<file path="src/rtl/spi_seq_fsm.sv">
// SPI slave sequencer: walks address, R/W flag and data phases and strobes the
// memory/shift-register/MISO enables. Optional burst mode via SPI_SEQ_BURST_EN.
module spi_seq_fsm #(
    parameter int ADDR_W = 7,
    parameter int DATA_W = 8
) (
    input  logic       sclk,
    input  logic       reset,
    input  logic       cs,
    input  logic       sout,
    output logic       miso_buff,
    output logic       dm_we,
    output logic       addr_we,
    output logic       sr_we,
    output logic       addr_inc,
    output logic       busy,
    output logic       xfer_done,
    output logic [2:0] o_dbg_state
);

    localparam int MAX_W = (ADDR_W > DATA_W) ? ADDR_W : DATA_W;
    localparam int CNT_W = $clog2(MAX_W) + 1;
    localparam logic [CNT_W-1:0] ADDR_LAST = CNT_W'(ADDR_W - 1);
    localparam logic [CNT_W-1:0] DATA_LAST = CNT_W'(DATA_W - 1);
    localparam logic [CNT_W-1:0] CNT_ONE   = CNT_W'(1);

    typedef enum logic [2:0] {
        ST_IDLE      = 3'd0,
        ST_ADDR      = 3'd1,
        ST_WR_DATA   = 3'd2,
        ST_WR_COMMIT = 3'd3,
        ST_RD_LOAD   = 3'd4,
        ST_RD_DATA   = 3'd5
    } state_t;

    state_t           r_state;
    state_t           w_next_state;
    logic [CNT_W-1:0] r_cnt;
    logic [CNT_W-1:0] w_next_cnt;
    logic             w_word_end;

    logic r_miso_buff;
    logic r_dm_we;
    logic r_addr_we;
    logic r_sr_we;
    logic r_busy;
    logic r_xfer_done;

`ifdef SPI_SEQ_BURST_EN
    logic w_burst;
    logic r_addr_inc;
`endif

    // Handshake: cs low qualifies every edge of a transfer; cs high while
    // busy aborts on that edge and suppresses any commit or completion pulse.
    always_comb begin
        w_next_state = ST_IDLE;
        w_next_cnt   = '0;
        w_word_end   = 1'b0;
`ifdef SPI_SEQ_BURST_EN
        w_burst      = 1'b0;
`endif
        if (r_state != ST_IDLE && cs) begin
            w_next_state = ST_IDLE;
        end else begin
            case (r_state)
                ST_IDLE: begin
                    w_next_state = cs ? ST_IDLE : ST_ADDR;
                end
                ST_ADDR: begin
                    if (r_cnt == ADDR_LAST) begin
                        w_next_state = sout ? ST_RD_LOAD : ST_WR_DATA;
                    end else begin
                        w_next_state = ST_ADDR;
                        w_next_cnt   = r_cnt + CNT_ONE;
                    end
                end
                ST_WR_DATA: begin
                    if (r_cnt == DATA_LAST) begin
                        w_next_state = ST_WR_COMMIT;
                    end else begin
                        w_next_state = ST_WR_DATA;
                        w_next_cnt   = r_cnt + CNT_ONE;
                    end
                end
                ST_WR_COMMIT: begin
                    w_word_end = 1'b1;
`ifdef SPI_SEQ_BURST_EN
                    w_next_state = ST_WR_DATA;
                    w_burst      = 1'b1;
`else
                    w_next_state = ST_IDLE;
`endif
                end
                ST_RD_LOAD: begin
                    w_next_state = ST_RD_DATA;
                end
                ST_RD_DATA: begin
                    if (r_cnt == DATA_LAST) begin
                        w_word_end = 1'b1;
`ifdef SPI_SEQ_BURST_EN
                        w_next_state = ST_RD_LOAD;
                        w_burst      = 1'b1;
`else
                        w_next_state = ST_IDLE;
`endif
                    end else begin
                        w_next_state = ST_RD_DATA;
                        w_next_cnt   = r_cnt + CNT_ONE;
                    end
                end
                default: begin
                    w_next_state = ST_IDLE;
                end
            endcase
        end
    end

    // Outputs are decoded from the next state so they line up with the
    // state register instead of trailing it by a cycle.
    always_ff @(posedge sclk or posedge reset) begin
        if (reset) begin
            r_state     <= ST_IDLE;
            r_cnt       <= '0;
            r_miso_buff <= 1'b0;
            r_dm_we     <= 1'b0;
            r_addr_we   <= 1'b0;
            r_sr_we     <= 1'b0;
            r_busy      <= 1'b0;
            r_xfer_done <= 1'b0;
`ifdef SPI_SEQ_BURST_EN
            r_addr_inc  <= 1'b0;
`endif
        end else begin
            r_state     <= w_next_state;
            r_cnt       <= w_next_cnt;
            r_miso_buff <= (w_next_state == ST_RD_DATA);
            r_dm_we     <= (w_next_state == ST_WR_COMMIT);
            r_addr_we   <= (w_next_state == ST_ADDR);
            r_sr_we     <= (w_next_state == ST_RD_LOAD);
            r_busy      <= (w_next_state != ST_IDLE);
            r_xfer_done <= w_word_end;
`ifdef SPI_SEQ_BURST_EN
            r_addr_inc  <= w_burst;
`endif
        end
    end

    assign miso_buff   = r_miso_buff;
    assign dm_we       = r_dm_we;
    assign addr_we     = r_addr_we;
    assign sr_we       = r_sr_we;
    assign busy        = r_busy;
    assign xfer_done   = r_xfer_done;
    assign o_dbg_state = r_state;
`ifdef SPI_SEQ_BURST_EN
    assign addr_inc    = r_addr_inc;
`else
    assign addr_inc    = 1'b0;
`endif

endmodule

</file>
<file path="config.mk">
export PLATFORM = sky130hd
export DESIGN_NAME = spi_seq_fsm
export DESIGN_NICKNAME = d
export VERILOG_FILES = /design/src/rtl/spi_seq_fsm.sv
export SDC_FILE = /design/constraint.sdc
export NUM_CORES = 1
export LEC_CHECK = 0
export ABC_AREA = 0
export CAP_MARGIN = 25
export CORE_MARGIN = 2
export CORE_UTILIZATION = 43
export CTS_BUF_LIST = sky130_fd_sc_hd__clkbuf_16
export CTS_CLUSTER_DIAMETER = 120
export DETAILED_ROUTE_END_ITERATION = 10
export GPL_ROUTABILITY_DRIVEN = 0
export PLACE_DENSITY = 0.75
export SYNTH_ARGS = -nofsm -noshare
export SYNTH_HDL_FRONTEND = slang
export SYNTH_SLANG_ARGS = --single-unit
</file>
<file path="constraint.sdc">
create_clock -name sclk -period 1.4 [get_ports sclk]
set_input_delay 0.42 -clock sclk [delete_from_list [all_inputs] [get_ports sclk]]
set_output_delay 0.42 -clock sclk [all_outputs]
set_load 0.03 [all_outputs]
</file>
* After elaboration in Yosys (flattened, before gate mapping)
Index checks and enable logic that the tools add are counted.
** Storage, ports and cells
- Flip-flop bits (word level) :: 13
- Bits of input ports :: 4
- Output and inout port bits :: 10
- Word-level logic and storage cells :: 39
** Operators by class
- Add/subtract/negate cells :: 1
- Equality and inequality tests :: 11
- Mux-type cells :: 14
- Reductions and logical operators :: 5
** Operators by type and width (number)
- $pmux 3 s5 :: 1
- $eq 3x3->1 const B :: 4
- $mux 3 :: 4
- $mux 4 :: 3
- $eq 3x2->1 const B :: 3
- $eq 4x3->1 const B :: 2
- $pmux 4 s2 :: 1
- $eq 3x1->1 const B :: 2
- $reduce_bool 3->1 :: 2
- $add 4x1->4 const B :: 1
- $mux 1 :: 4
- $logic_not 3->1 :: 1
- $pmux 1 s2 :: 1
- $reduce_or 2->1 :: 1
- $logic_and 1x1->1 :: 1

* Logic depth before layout (Yosys ltp)
Gate-level depths: netlist of run 1.
- Depth after elaboration :: 5
- Mapped depth :: 7
- Gate-level depth less buffers :: 7

* Worst setup path after synthesis of run 1
Ideal clock, no wire load.
- Path kind :: register -> register
- Start :: register r_state[1], in the netlist o_dbg_state[1]
- End :: register r_sr_we, in the netlist sr_we
- Arrival :: 1.254 ns
- Required time :: 1.260 ns
- Path slack :: 0.007 ns
- Stages on the path, launching flop included :: 7
- Period minus slack after synthesis :: 1.393 ns
- Path through :: dfrtp_1 buf_6 nor2b_1 a22oi_2 a21o_4 inv_2 a211oi_2
** Between the ends
- Longest elaborated chain between the ends :: 4
- Elaborated cells between the ends (all ways) :: 10
** RTL lines
- start, declared :: RTL line 36 : state_t r_state;
- start signal, assigned :: RTL line 135 : r_state <= w_next_state;
- $eq 3x3->1, or another cell as far along :: RTL line 66 : case (r_state)
- $pmux 3 s5 or $logic_and 1x1->1 (tied branches) :: RTL line 66, 63
- $mux 3 (*) :: RTL line 63 : if (r_state != ST_IDLE && cs) begin
- net w_next_state[0] :: RTL line 37 : state_t w_next_state;
- $eq 3x3->1 (*) :: RTL line 140 : r_sr_we <= (w_next_state == ST_RD_LOAD);
- end signal, assigned :: RTL line 140
- end, declared :: RTL line 45 : logic r_sr_we;
The timed path passes the listed nets; every way through them passes the cells marked *.

* Final worst setup path of run 1
- Start :: register r_cnt[0]
- End :: register r_cnt[1]
** Between the ends
- Longest elaborated chain between the ends :: 4
- Elaborated cells between the ends (all ways) :: 7
** RTL lines
- start, declared :: RTL line 38 : logic [CNT_W-1:0] r_cnt;
- start signal, assigned :: RTL line 136 : r_cnt <= w_next_cnt;
- $add 4x1->4, or another cell as far along :: RTL line 75, 83, 109
- $mux 4 (on tied branches) :: RTL line 79, 99, 71
- $pmux 4 s2 (*) :: RTL line 66
- $mux 4 (*) :: RTL line 63
- net w_next_cnt[1] :: RTL line 39 : logic [CNT_W-1:0] w_next_cnt;
Marked as above.

==> results of run 1 <==
[flip-flops by register name, indices dropped and copies added, names as in the netlist]
name,flops
r_cnt,4
o_dbg_state,3
addr_we,1
busy,1
dm_we,1
miso_buff,1
sr_we,1
xfer_done,1
[how the worst max path moves through the flow]
stage | from | endpoint | slack, ps | depth (start not counted)
global placement | cs | addr_we | -30 | 2
floorplan | o_dbg_state[1] | sr_we | 7 | 6
finish | r_cnt[0] | r_cnt[1] | -30 | 6
CTS | r_cnt[0] | sr_we | 1 | 7
detailed placement | sout | o_dbg_state[1] | -70 | 3
global route | r_cnt[0] | addr_we | -90 | 4
[cells by family after synthesis]
group,after synthesis,share of synthesized area
xor gates and xnor gates,2,0.02528
DFF,13,0.4693
and+or+nand+nor,25,0.2256
other,1,0.005410
buffers and inverters,8,0.06677
adders and majority gates,2,0.03610
AOI/OAI and AO/OA,14,0.1715
[report_power, final]
group	internal, mW	total (mW)	switching [mW]	leakage (nW)
combinational	0.0335	0.0791	0.0456	0.261
sequential	0.384	0.392	0.00774	0.172
clock	0.377	0.538	0.161	0.0423
total	0.795	1.01	0.214	0.475
[stage by stage]
stage	utilization	setup TNS, ps	hold WS [ps]	total power [mW]	cell area (um2)
floorplan	-	0	297.0	0.4437	693.2
global placement	0.5482	-41.80	470.5	0.4709	825.8
detailed placement	0.5482	-168.2	483.4	0.4726	825.8
finish	0.6246	-88.96	472.4	1.009	940.9
global route	0.6246	-580.1	536.7	1.041	940.9
CTS	0.6055	0	477.7	1.017	912.1
[worst register-to-register path, delay by kind of cell, from the launching register on]
family | cells | cell delay (ps)
adders and majority gates | 1 | 200
and+or+nand+nor | 2 | 320
AOI/OAI and AO/OA | 2 | 330
buffers and inverters | 1 | 70
DFF | 1 | 390
[layer usage]
metal	track usage	vias to the layer above	wire length, um
met5	0	-	0
met4	0.1455	0	51
met3	0.04082	5	84
met2	0.2500	21	664
met1	0.2184	245	643
li1	-	262	-
[cell type report]
class	instances	area share
flip-flops and latches	13	0.3471
multi-input cells	44	0.3737
well taps	16	0.02128
clock buffers	3	0.07979
inverters	3	0.01197
clock inverters	1	0.003989
repair buffers	19	0.1622
[cell usage in the layout, fill, tap and decap left out, types with 2 or more instances in the layout]
| master | count |
|---|---|
| o21ai_1 | 2 |
| ha_2 | 2 |
| a21oi_2 | 2 |
| buf_4 | 14 |
| inv_1 | 3 |
| clkbuf_16 | 3 |
| clkdlybuf4s50_1 | 3 |
| nor2_1 | 5 |
| nor3_1 | 5 |
| dfrtp_1 | 12 |
| dlygate4sd2_1 | 2 |
| nor2b_1 | 2 |
| nand2b_1 | 3 |
[what timing repair did]
item,4_1_cts,5_1_grt
buffers inserted,1,0
resized for setup,3,8
setup endpoints to repair,7,11
pin swaps,1,1
==> summary.md, run 1 <==
| Metric | Value |
|---|---|
| Clk_lat worst skew | `240 ps` |
| Routed Antenna Nets | `0` |
| Vias in the first global route | `484` |
| Rows | `14` |
| Core Box Area | `1506 um2` |
| Clock transition time at the flip-flop clock pins of the worst setup and hold paths | `40 ps` |
| Setup violators final | `3` |
| Antenna diode count | `0` |
| Buffers on Ports | `12` |
| H-tree level count | `1` |
| Die Span Y | `44.15 um` |
| Sequential cell area fraction in the yosys report | `0.4693` |
| Type of origin of the critical path | `flip-flop` |
| Final Hold Fails | `0` |
| Number of synthesized flops with an enable pin | `0` |
| Fill count | `120` |
| CTS Hold Bufs | `0` |
| Fraction of registers with async set or reset after synthesis | `1.000` |
| Hold Path Class | `in2async` |
| Post-route non-filler standard cell count | `99` |
| Nets | `90` |
| Status | `complete, but fails checks` |
| First-pass GRT wire length | `2.290 mm` |
| Worst Setup Path Type | `reg2reg` |
| Count leader, synth | `dfrtp_1` |
| Max cap viols | `0` |
| DR DRC count | `0` |
| Synth cell count leaders | `13 x dfrtp_1, 5 x nor2_1, 5 x nor3_1, 3 x nand2b_1` |
| Initial antenna violation count | `0` |
| I/O pins | `14` |
| WP data arrival | `1550 ps` |
| Post-DR wirelength/cell | `14.58 um` |
| Cts bufs inserted | `3` |
| Layout area overhead | `35.74%` |
| Multi-input logic area | `351.6 um2` |
| Final period util | `1.025` |
| Syn Inst Count | `65` |
| HPWL Detailed | `999.1 um` |
| Post-Route WL | `1.443 mm` |
| Chip Width | `44.15 um` |
| Worst endpoint required time | `1520 ps` |
| Top delay family on crit path | `flip-flops` |
| R2R Path Start | `r_cnt[0]` |
| Failing checks | `setup timing` |
| Largest net degree at the start of global routing | `14` |
| R2R cell count | `6` |
| Via Count | `533` |
| DR vias/cell | `5.384` |
| Synth Net Count | `71` |
| Clock Skew | `1.639 ps` |
| Top_reg_cell synth | `dfrtp_1` |
| Sequential cell area | `326.6 um2` |
| Post-Syn Area per Cell | `10.66 um2` |
| Synthesized flop and latch total | `13` |
| P per Cell Area | `1072 nW/um2` |
| Cell area after synthesis | `693.2 um2` |
| Tot GR Track Use | `0.1734` |
| Critical Path Slowest Stage Cell | `dfrtp_1` |
| Inst Count DP | `94` |
| Placement Setup Slack | `-67.93 ps` |
| Remaining global-route overflow | `0` |
| Synth top area share | `0.4693` |
| CP max stage delay | `390 ps` |
| Leakage | `0.4750 nW` |
| Detailed Route Iter0 Violations | `14` |
| Synth Warn # | `0` |
| CTS tree | `built` |
| Root Driver | `clkbuf_16` |
| Final critical-path required period | `1435 ps` |
| Fmax | `697.0 MHz` |
| Critical-path maximum fanout | `3` |
| WP buf/inv | `1` |
| Starting Density | `0.4601` |
| Reg-to-reg setup timing slack | `-30 ps` |
| Layout cells sized above 1 | `0.3976` |
| VDD IR-drop max | `0.0009035 V` |
| PnR worst setup slack | `-34.68 ps` |
| Drt pass-1 iters | `4` |
| Synth top area cells | `dfrtp_1 47%, ha_1 3.6%, nor3_1 3.6%, nand2b_1 2.7%, nor2_1 2.7%` |
| Clk sink count | `13` |
| Largest area contributor in the netlist | `dfrtp_1` |
| Critical path cell sequence | `inv_1, ha_2, and3b_2, o22ai_1, o21ai_1, nor3_1` |
| Final Max Tran Viols | `0` |
| Die ar. | `1949 um2` |
| RSZ-0062 raised after global routing | `true` |
| Synth unique cells | `36` |
| Reg-to-Reg End | `r_cnt[1]` |
| Clock tree buffer depth | `2` |
| Crit end category | `flip-flop` |
No activity file was read; power rests on OpenSTA's default activity.
==> run 2, diff against run 1 <==
Settings changed: CORE_MARGIN 2 to unset.
==> summary.md, run 2 (synthesis gave the netlist of run 1 again) <==
| Metric | Value |
|---|---|
| WP data arrival | `1610 ps` |
| WP buf/inv | `1` |
| Most frequent cells in the layout | `18 x buf_4, 11 x dfrtp_1, 5 x nor2_1` |
| Clk sink count | `13` |
| Top delay family on crit path | `compound AO/OA/AOI/OAI gates` |
| Layout cells sized above 1 | `0.5000` |
| Vias in the first global route | `593` |
| Worst Setup Path Type | `reg2reg` |
| I/O pins | `14` |
| Tot GR Track Use | `0.2193` |
| Fmax | `689.6 MHz` |
| Core Box Area | `1506 um2` |
| CP max stage delay | `400 ps` |
| CTS tree | `built` |
| RSZ-0062 raised after global routing | `true` |
| Worst endpoint required time | `1560 ps` |
| VDD IR-drop max | `0.0006718 V` |
| HPWL Detailed | `1.084 mm` |
| Hold Path Class | `in2async` |
| Clock tree buffer depth | `2` |
| Reg with most FFs | `r_cnt` |
| R2R Path Start | `r_cnt[1]` |
| Reg-to-reg setup timing slack | `-50 ps` |
| H-tree level count | `1` |
| Final Hold Fails | `0` |
| Clock transition time at the flip-flop clock pins of the worst setup and hold paths | `50 ps` |
| Post-DR wirelength/cell | `18.55 um` |
| DR vias/cell | `5.750` |
| Remaining global-route overflow | `0` |
| Final Max Tran Viols | `0` |
| Post-route cell area | `1007 um2` |
| Antenna diode count | `0` |
| Largest net degree at the start of global routing | `14` |
| Post-route non-filler standard cell count | `104` |
| CTS Hold Bufs | `0` |
| R2R cell count | `6` |
| Rows | `14` |
| Post-layout util | `0.6686` |
| Clock Skew | `0.3459 ps` |
| Placement Setup Slack | `-110.8 ps` |
| Starting Density | `0.4601` |
| Drt pass-1 iters | `4` |
| Max reg flops | `4` |
| Critical path cell sequence | `ha_2, and3b_4, a21oi_2, a21o_4, inv_2, a211oi_2` |
| P per Cell Area | `1015 nW/um2` |
| Final period util | `1.036` |
| Leakage | `0.4767 nW` |
| Setup violators final | `2` |
| Chip Width | `42.15 um` |
| Root Driver | `clkbuf_16` |
| Post-Route WL | `1.929 mm` |
| Reg-to-Reg End | `sr_we` |
| Nets | `95` |
| Die ar. | `1777 um2` |
| Cts bufs inserted | `3` |
| DR DRC count | `0` |
| Layout area overhead | `45.31%` |
| Via Count | `598` |
| DP Area | `840.8 um2` |
| Routed Antenna Nets | `0` |
| Inst Count DP | `96` |
| Final critical-path required period | `1450 ps` |
| Failing checks | `setup timing` |
| Die Span Y | `42.15 um` |
| Clk_lat worst skew | `240 ps` |
| PnR worst setup slack | `-50.11 ps` |
| Status | `complete, but fails checks` |
| Buffers on Ports | `12` |
| Critical-path maximum fanout | `5` |
| Critical Path Slowest Stage Cell | `dfrtp_1` |
| Detailed Route Iter0 Violations | `15` |
| Crit end category | `flip-flop` |
| Initial antenna violation count | `0` |
| Tot Pwr | `1.022 mW` |
| Max cap viols | `0` |
| Commonest non-fill, non-tap cell in the layout | `buf_4` |
| Type of origin of the critical path | `flip-flop` |
| First-pass GRT wire length | `2.787 mm` |
## run 2: cell types whose count changed in the layout (fill, tap and decap cells not counted), sizes merged
cell / change
buf: +5
## run 2: repair_timing
item	in CTS	in global routing
gates resized for setup	11	7
pin swaps	1	2
endpoints found under the setup margin	12	10
buffers inserted	1	3
## run 2: worst max path at each step
stage | startpoint | end | slack, ps | depth (start not counted)
floorplan | o_dbg_state[1] | sr_we | 7 | 6
global placement | cs | addr_we | -100 | 2
global route | r_cnt[1] | sr_we | -110 | 6
detailed placement | cs | addr_we | -110 | 2
CTS | r_cnt[0] | addr_we | -5 | 4
finish | r_cnt[1] | sr_we | -50 | 6
## run 2: worst register-to-register path, cell delays in order, from the launching register on
cell and delay (ps):
dfrtp_1 400, ha_2 210, and3b_4 220, a21oi_2 160, a21o_4 160, inv_2 40
a211oi_2 170
## run 2: metrics by stage
| step | hold slack, ps | TNS (ps) |
|---|---|---|
| global route | 544.2 | -289.3 |
| floorplan | 297.0 | 0 |
| finish | 477.4 | -63.88 |
| CTS | 483.1 | -4.895 |
| global placement | 552.7 | -240.7 |
| detailed placement | 559.3 | -310.6 |
## run 2: final cells by class
| type | count | area (um2) |
|---|---|---|
| fill | 104 | 499.2 |
| clock buffer | 3 | 75.07 |
| timing repair buffer | 24 | 193.9 |
| multi-input combinational | 44 | 375.4 |
| tap | 16 | 20.02 |
| sequential | 13 | 327.8 |
| inverter | 3 | 11.26 |
| clock inverter | 1 | 3.754 |
## run 2: per-layer routing
layer / global-route usage / share of wire / vias to the layer above
li1: - / - / 273
met1: 0.2633 / 0.41 / 298
met2: 0.3406 / 0.51 / 20
met3: 0.06897 / 0.044 / 7
met4: 0.1375 / 0.034 / 0
met5: 0 / 0 / -
## run 2: where the power goes
group / internal, mW / leakage, nW / switching, mW / total, mW
Combinational: 0.0383 / 0.263 / 0.0504 / 0.0887
Clock: 0.377 / 0.0423 / 0.163 / 0.540
Sequential: 0.384 / 0.171 / 0.00885 / 0.393
Total: 0.800 / 0.477 / 0.222 / 1.02
